<file path="config.mk">
export PLATFORM = sky130hd
export DESIGN_NAME = ps2_led_ctrl
export DESIGN_NICKNAME = d
export VERILOG_FILES = /design/src/rtl/ps2_pkg.sv /design/src/rtl/ps2_timeout.sv /design/src/rtl/ps2_led_ctrl.sv
export SDC_FILE = /design/constraint.sdc
export NUM_CORES = 1
export LEC_CHECK = 0
export BUFFER_PORTS_ARGS = -buffer_cell sky130_fd_sc_hd__buf_2
export CAP_MARGIN = 15
export CORE_MARGIN = 2
export CORE_UTILIZATION = 55
export DETAILED_ROUTE_END_ITERATION = 10
export PLACE_DENSITY = 0.9
export SLEW_MARGIN = 5
export SYNTH_ARGS = -nofsm -noshare
export SYNTH_HDL_FRONTEND = slang
export SYNTH_SLANG_ARGS = --single-unit
</file>
<file path="constraint.sdc">
create_clock -name clk -period 3.5 [get_ports clk]
set_input_delay 0.525 -clock clk [delete_from_list [all_inputs] [get_ports clk]]
set_output_delay 0.525 -clock clk [all_outputs]
set_load 0.005 [all_outputs]
</file>
<file path="src/rtl/ps2_pkg.sv">
// ps2_pkg -- shared constants, LED bit indices, key-event layout and FSM
// state encoding for the PS/2 keyboard LED controller.
//
// Contents:
//   PS2_CMD_SET_LED  keyboard "set LEDs" command byte (8'hED)
//   PS2_ACK          keyboard acknowledge byte (8'hFA)
//   PS2_RESEND       keyboard resend request byte (8'hFE)
//   KEY_CAPS         decoded character code of Caps Lock (8'd20)
//   LED_*            bit positions inside the {caps, num, scroll} LED vector
//   key_evt_t        decoded key event {released, char_code}
//   ps2_state_e      controller FSM states
//   is_caps_press()  true for a Caps Lock make (press) event
package ps2_pkg;

  localparam logic [7:0] PS2_CMD_SET_LED = 8'hED;
  localparam logic [7:0] PS2_ACK         = 8'hFA;
  localparam logic [7:0] PS2_RESEND      = 8'hFE;
  localparam logic [7:0] KEY_CAPS        = 8'd20;

  localparam int LED_SCROLL = 0;
  localparam int LED_NUM    = 1;
  localparam int LED_CAPS   = 2;
  localparam int LED_W      = 3;

  typedef struct packed {
    logic       released;
    logic [7:0] char_code;
  } key_evt_t;

  typedef enum logic [2:0] {
    IDLE      = 3'd0,
    SEND_CMD  = 3'd1,
    WAIT_ACK1 = 3'd2,
    SEND_LED  = 3'd3,
    WAIT_ACK2 = 3'd4
  } ps2_state_e;

  function automatic logic is_caps_press(input key_evt_t evt);
    return !evt.released && (evt.char_code == KEY_CAPS);
  endfunction

endpackage

</file>
<file path="src/rtl/ps2_timeout.sv">
// ps2_timeout -- response watchdog for the PS/2 LED controller.
//
// Counts enabled cycles since the last clear. expired is high while enabled
// and the count sits at TIMEOUT_CYCLES-1; the count saturates there so a
// late consumer still sees expiry on the following cycle.
//
// Ports:
//   clk      in   system clock, posedge
//   rst      in   synchronous active-high reset
//   clear    in   force count to zero
//   enable   in   count this cycle
//   expired  out  count has reached TIMEOUT_CYCLES-1 (while enabled)
module ps2_timeout #(
  parameter int TIMEOUT_CYCLES = 1000000
) (
  input  logic clk,
  input  logic rst,
  input  logic clear,
  input  logic enable,
  output logic expired
);

  localparam int CW = (TIMEOUT_CYCLES > 1) ? $clog2(TIMEOUT_CYCLES) : 1;
  localparam logic [CW-1:0] LAST = CW'(TIMEOUT_CYCLES - 1);

  logic [CW-1:0] count;

  assign expired = enable && (count == LAST);

  always_ff @(posedge clk) begin
    if (rst || clear) begin
      count <= '0;
    end else if (enable && !expired) begin
      count <= count + 1'b1;
    end
  end

endmodule

</file>
<file path="src/rtl/ps2_led_ctrl.sv">
// ps2_led_ctrl -- keeps the keyboard's LEDs in sync with a local target.
//
// A Caps Lock press toggles the caps bit of the target; a CPU write loads
// the whole target (and wins over a same-cycle Caps press). Any target
// update marks the target pending; from IDLE the FSM then sends 8'hED,
// waits for 8'hFA, sends the LED byte, waits for 8'hFA and commits the
// sent value to leds. A missing ack (timeout) or a rejected byte raises a
// one-cycle err and returns to IDLE with leds unchanged.
//
// Optional feature (compile-time macro PS2_LED_RESEND_EN):
//   defined   -> 8'hFE re-sends the byte just sent, up to MAX_RETRY times;
//                the next 8'hFE after that raises err.
//   undefined -> 8'hFE raises err immediately; no retry counter exists.
//
// Ports:
//   clk        in   system clock, posedge
//   rst        in   synchronous active-high reset
//   key_valid  in   decoded key event strobe
//   key_code   in   {released, char}
//   rx_valid   in   received-byte strobe
//   rx_data    in   received byte
//   tx_ready   in   transmitter can accept a byte
//   tx_start   out  one-cycle transmit strobe
//   tx_data    out  byte to transmit
//   cpu_wr     in   CPU LED write strobe
//   cpu_leds   in   CPU LED value {caps, num, scroll}
//   leds       out  LED state last acknowledged by the keyboard
//   busy       out  FSM not in IDLE
//   err        out  one-cycle error pulse
module ps2_led_ctrl
  import ps2_pkg::*;
#(
  parameter int TIMEOUT_CYCLES = 1000000,
  parameter int MAX_RETRY      = 3
) (
  input  logic             clk,
  input  logic             rst,
  input  logic             key_valid,
  input  logic [8:0]       key_code,
  input  logic             rx_valid,
  input  logic [7:0]       rx_data,
  input  logic             tx_ready,
  output logic             tx_start,
  output logic [7:0]       tx_data,
  input  logic             cpu_wr,
  input  logic [LED_W-1:0] cpu_leds,
  output logic [LED_W-1:0] leds,
  output logic             busy,
  output logic             err
);

  ps2_state_e       state;
  logic [LED_W-1:0] target;
  logic [LED_W-1:0] snapshot;
  logic             pending;

  key_evt_t         evt;
  logic [LED_W-1:0] target_nxt;
  logic             target_upd;

  logic             waiting;
  logic             to_expired;

`ifdef PS2_LED_RESEND_EN
  localparam int RW = (MAX_RETRY > 0) ? $clog2(MAX_RETRY + 1) : 1;
  logic [RW-1:0] retry;
`else
  // MAX_RETRY only shapes the resend logic, which is absent in this build.
  logic unused_max_retry;
  assign unused_max_retry = ^32'(MAX_RETRY);
`endif

  assign evt  = key_evt_t'(key_code);
  assign busy = (state != IDLE);

  // Target update: CPU write has priority, so a same-cycle Caps toggle is lost.
  always_comb begin
    target_nxt = target;
    target_upd = 1'b0;
    if (cpu_wr) begin
      target_nxt = cpu_leds;
      target_upd = 1'b1;
    end else if (key_valid && is_caps_press(evt)) begin
      target_nxt[LED_CAPS] = ~target[LED_CAPS];
      target_upd = 1'b1;
    end
  end

  // The watchdog is held clear outside the wait states, so every entry into
  // a wait state starts counting from zero.
  assign waiting = (state == WAIT_ACK1) || (state == WAIT_ACK2);

  ps2_timeout #(
    .TIMEOUT_CYCLES(TIMEOUT_CYCLES)
  ) u_timeout (
    .clk    (clk),
    .rst    (rst),
    .clear  (!waiting),
    .enable (waiting),
    .expired(to_expired)
  );

  always_ff @(posedge clk) begin
    if (rst) begin
      state    <= IDLE;
      target   <= '0;
      snapshot <= '0;
      leds     <= '0;
      pending  <= 1'b0;
      tx_start <= 1'b0;
      tx_data  <= 8'h00;
      err      <= 1'b0;
`ifdef PS2_LED_RESEND_EN
      retry    <= '0;
`endif
    end else begin
      tx_start <= 1'b0;
      err      <= 1'b0;
      target   <= target_nxt;

      // A fresh update beats the clear so a change racing the IDLE exit
      // still schedules another sequence.
      if (target_upd) begin
        pending <= 1'b1;
      end else if (state == IDLE && pending) begin
        pending <= 1'b0;
      end

      case (state)
        IDLE: begin
`ifdef PS2_LED_RESEND_EN
          retry <= '0;
`endif
          if (pending) state <= SEND_CMD;
        end

        SEND_CMD: begin
          if (tx_ready) begin
            tx_start <= 1'b1;
            tx_data  <= PS2_CMD_SET_LED;
            state    <= WAIT_ACK1;
          end
        end

        SEND_LED: begin
          if (tx_ready) begin
            snapshot <= target;
            tx_start <= 1'b1;
            tx_data  <= {5'b0, target};
            state    <= WAIT_ACK2;
          end
        end

        WAIT_ACK1, WAIT_ACK2: begin
          // Any received byte is handled ahead of a same-cycle timeout;
          // bytes that are neither ack nor resend are simply dropped.
          if (rx_valid) begin
            if (rx_data == PS2_ACK) begin
`ifdef PS2_LED_RESEND_EN
              // Retry budget is per byte: an ack refills it.
              retry <= '0;
`endif
              if (state == WAIT_ACK1) begin
                state <= SEND_LED;
              end else begin
                leds  <= snapshot;
                state <= IDLE;
              end
            end else if (rx_data == PS2_RESEND) begin
`ifdef PS2_LED_RESEND_EN
              if (retry == RW'(MAX_RETRY)) begin
                err   <= 1'b1;
                state <= IDLE;
              end else begin
                retry <= retry + 1'b1;
                state <= (state == WAIT_ACK1) ? SEND_CMD : SEND_LED;
              end
`else
              err   <= 1'b1;
              state <= IDLE;
`endif
            end
          end else if (to_expired) begin
            err   <= 1'b1;
            state <= IDLE;
          end
        end

        default: state <= IDLE;
      endcase
    end
  end

endmodule

</file>
==> impl_metrics.env <==
export IMPL_status="complete, no violations"
export IMPL_setup_viol_count_final=0
export IMPL_num_antenna_cells=0
export IMPL_setup_worst_path_start_class="flip-flop"
export IMPL_cts_post_setup_buffers_inserted=0
export IMPL_routed_wl_um=3870
export IMPL_first_element_of_the_critical_path="u_timeout.count[10]"
export IMPL_postCtsResizedCells=0
export IMPL_grt_start_max_net_pins=21
export IMPL_ys_flop_type="sky130_fd_sc_hd__dfxtp_1"
export IMPL_seq_area_um2=781
export IMPL_clock_tree_htree_level_count=2
export IMPL_ys_seq_elements=39
export IMPL_max_cap_viol_count=0
export IMPL_power_share_switching_pct=25.5
export IMPL_rr_startpoint="u_timeout.count[10]"
export IMPL_irDropWorstVdd_uv=276
export IMPL_number_of_fill_cells_in_the_layout=282
export IMPL_drt_pass1_iterations=4
export IMPL_fmax_mhz=446
export IMPL_path_cells="nor4_4 -> nand4_2 -> nor3_1 -> o21ai_0 -> a21oi_1"
export IMPL_clkSlewWorstSetupHoldPaths_ns=0.12
export IMPL_setup_worst_path_end_class="flip-flop"
export IMPL_worst_ep_required_time_ns=3.80
export IMPL_share_of_total_power_in_sequential_cells_pct=61.8
export IMPL_internal_power_uw=550
export IMPL_hpwlAfterDp_um=2770
export IMPL_drt_iter0_markers=95
export IMPL_synth_yosys_seq_area_share_pct=41.5
export IMPL_async_flop_share_pct=0
export IMPL_routed_via_count=1676
export IMPL_cts_root_to_sink_buffers=2
export IMPL_synth_edf_count=0
export IMPL_areaGrowthSynthToFinish_pct=11.9
export IMPL_max_slew_violation_total_from_the_final_report=0
export IMPL_clk_latency_ns=0.37
export IMPL_dieHeight_um=62.5
export IMPL_yosysWarningCount=0
export IMPL_share_comb_of_total_power_pct=6.4
export IMPL_slew_headroom_pct=26.6
export IMPL_crit_path_max_incr_delay_ns=0.86
export IMPL_placementRows=21
export IMPL_fin_setup_tns_ns=0
export IMPL_synth_xor_area_share_pct=3.73
export IMPL_critical_path_class="flip-flop to flip-flop"
export IMPL_io_pins=40
export IMPL_grt_pass1_wl_um=6320
export IMPL_cts_num_sinks=39
export IMPL_slowest_stage="sky130_fd_sc_hd__nor3_1"
export IMPL_worst_pin_slew_ns=1.09
export IMPL_holdPathEnd="target[1]"
export IMPL_cts_buffers_inserted=5
export IMPL_power_density_nw_per_um2=351
export IMPL_grt_antenna_before_repair=0
export IMPL_tritoncts="built"
export IMPL_rr_endpoint="u_timeout.count[5]"
export IMPL_first_global_vias=1438
export IMPL_io_buffers=38
export IMPL_globalplace_congestion=0.800
export IMPL_post_syn_instances=221
export IMPL_total_power_uw=738
export IMPL_post_route_drc_count=0
export IMPL_fin_nets=278
export IMPL_die_area_um2=3900
export IMPL_setup_repair_after_global_routing_missed_its_margin="false"
export IMPL_fin_crit_sh_pct=64.0
export IMPL_worst_ep_arrival_time_ns=2.54
export IMPL_groute_usage_overall_pct=19.8
export IMPL_synth_compound_area_share_pct=12.5
export IMPL_synth_nets=248
export IMPL_initial_core_util_pct=56.8
export IMPL_antenna_left=0
export IMPL_reg2reg_path_depth=5
export IMPL_post_synth_fa_ha_maj_area_fraction_pct=0.666
export IMPL_power_net_switching_uw=188
export IMPL_static_leakage_power_nw=0.784
export IMPL_area_of_the_multi_input_gates_um2=1010
export IMPL_pwr_share_clk_pct=31.9
export IMPL_clock_tree_root_cell="sky130_fd_sc_hd__clkbuf_4"
export IMPL_number_of_hold_violations_in_the_final_report=0
export IMPL_whs_path_depth=3
export IMPL_synth_mux_area_share_pct=3.26
export IMPL_ctsHoldBuffers=0
export IMPL_routedWlPerCell_um=13.0
export IMPL_synth_top_family_by_area="simple AND/OR/NAND/NOR gates"
export IMPL_netlist_area_um2=1880
export IMPL_grt_remaining_overflow=0
export IMPL_ys_types=45
export IMPL_finalCriticalPeriod_ns=2.24
export IMPL_coreArea_um2=3310
export IMPL_die_width_um=62.5
export IMPL_synth_simple_area_share_pct=33.4
export IMPL_timing_critical_path_fanout_max=11
export IMPL_clock_skew_final_ns=0.0127
export IMPL_hp_class="input pin to flip-flop"
export IMPL_drive_gt1_share_pct=20.2
export IMPL_reg2reg_slack_ns=1.26
export IMPL_holdCritStartpoint="cpu_leds[1]"
export IMPL_vias_per_cell=5.62
export IMPL_synth_avg_cell_area_um2=8.50
critical path, delay by kind of cell, from the launching register on:
family          cells  cell delay, ns
compound gates      2            0.41
flops               1            0.42
simple gates        3            1.34
cell type report:
class,instances,area share [%]
Multi-Input combinational cell,165,48.0
Sequential cell,39,37.1
Timing Repair Buffer,38,9.04
Tap cell,46,2.74
Clock buffer,5,1.78
Clock inverter,3,0.952
Inverter,2,0.357
power groups by stage:
stage	logic, mW	registers, mW	clock network (mW)
floorplan	0.0294	0.463	0
global placement	0.0453	0.466	0
detailed placement	0.0466	0.466	0
CTS	0.0469	0.456	0.236
global route	0.0522	0.457	0.255
finish	0.0469	0.456	0.235
through the flow:
stage	instance area [um^2]	hold slack, ns	utilization, %	instances	worst slack (ns)
finish	2100	0.409	63.5	298	1.26
global route	2100	0.429	63.5	298	1.08
CTS	2100	0.412	63.5	298	1.34
detailed placement	2050	0.453	61.8	290	1.36
global placement	2050	0.447	61.8	290	1.41
floorplan	1880	0.432	-	221	1.83
logic make-up (layout without fill, tap and decap cells):
family / Yosys count / in the layout
compound gates: 39 / 39
xor+xnor: 8 / 8
fa+ha+maj: 1 / 1
buf+inv: 17 / 48
flops: 39 / 39
mux: 6 / 6
other cells: 1 / 1
simple gates: 110 / 110
flip-flops by register name, indices dropped and copies added, names as in the netlist:
signal           flops
state                3
u_timeout.count     20
snapshot             3
tx_data              4
tx_start             1
pending              1
err                  1
target               3
leds                 3
placed cells by master (no fill, tap or decap), drive strengths merged, types with 6 or more instances in the layout:
cell,count
a21oi,16
buf,38
dfxtp,39
nand2,21
nand3,11
nand4,6
nor2,24
nor3,6
o21ai,9
or3,8
per-layer routing:
metal,track usage (%),routed length [um]
met1,26.3,1870
met2,30.9,1760
met3,4.50,168
met4,8.33,74
met5,0,0
Yosys cell counts (2+ instances only):
cell type,n,area [um^2]
sky130_fd_sc_hd__a311oi_1,4,35.0
sky130_fd_sc_hd__o21ai_0,8,40.0
sky130_fd_sc_hd__nand4_1,5,31.3
sky130_fd_sc_hd__buf_2,2,10.0
sky130_fd_sc_hd__nor4_1,2,12.5
sky130_fd_sc_hd__a21oi_1,16,80.1
sky130_fd_sc_hd__nand3_1,11,55.1
sky130_fd_sc_hd__clkbuf_1,8,30.0
sky130_fd_sc_hd__nor3b_1,2,15.0
sky130_fd_sc_hd__dfxtp_1,39,781
sky130_fd_sc_hd__buf_4,4,30.0
sky130_fd_sc_hd__nor2_1,24,90.1
sky130_fd_sc_hd__nand2_1,21,78.8
sky130_fd_sc_hd__or4_1,5,37.5
sky130_fd_sc_hd__and2_1,2,12.5
sky130_fd_sc_hd__and3_1,2,12.5
sky130_fd_sc_hd__nor4b_1,4,35.0
sky130_fd_sc_hd__nand4b_1,2,17.5
sky130_fd_sc_hd__nor3_1,5,25.0
sky130_fd_sc_hd__nand2b_1,3,18.8
sky130_fd_sc_hd__or3_1,8,50.1
sky130_fd_sc_hd__mux2i_1,5,50.1
sky130_fd_sc_hd__o211ai_1,4,30.0
sky130_fd_sc_hd__inv_1,2,7.51
sky130_fd_sc_hd__xnor2_1,3,26.3
sky130_fd_sc_hd__xor2_1,5,43.8
sky130_fd_sc_hd__and4_1,5,43.8
sky130_fd_sc_hd__nor2b_1,3,18.8
worst max-delay path by stage:
stage | to | slack, ns
after global routing | u_timeout.count[5] | 1.08
after CTS | u_timeout.count[17] | 1.34
final | u_timeout.count[5] | 1.26
after floorplan | u_timeout.count[2] | 1.83
after global placement | u_timeout.count[11] | 1.41
after detailed placement | u_timeout.count[17] | 1.36
No activity file was read; power rests on OpenSTA's default activity.
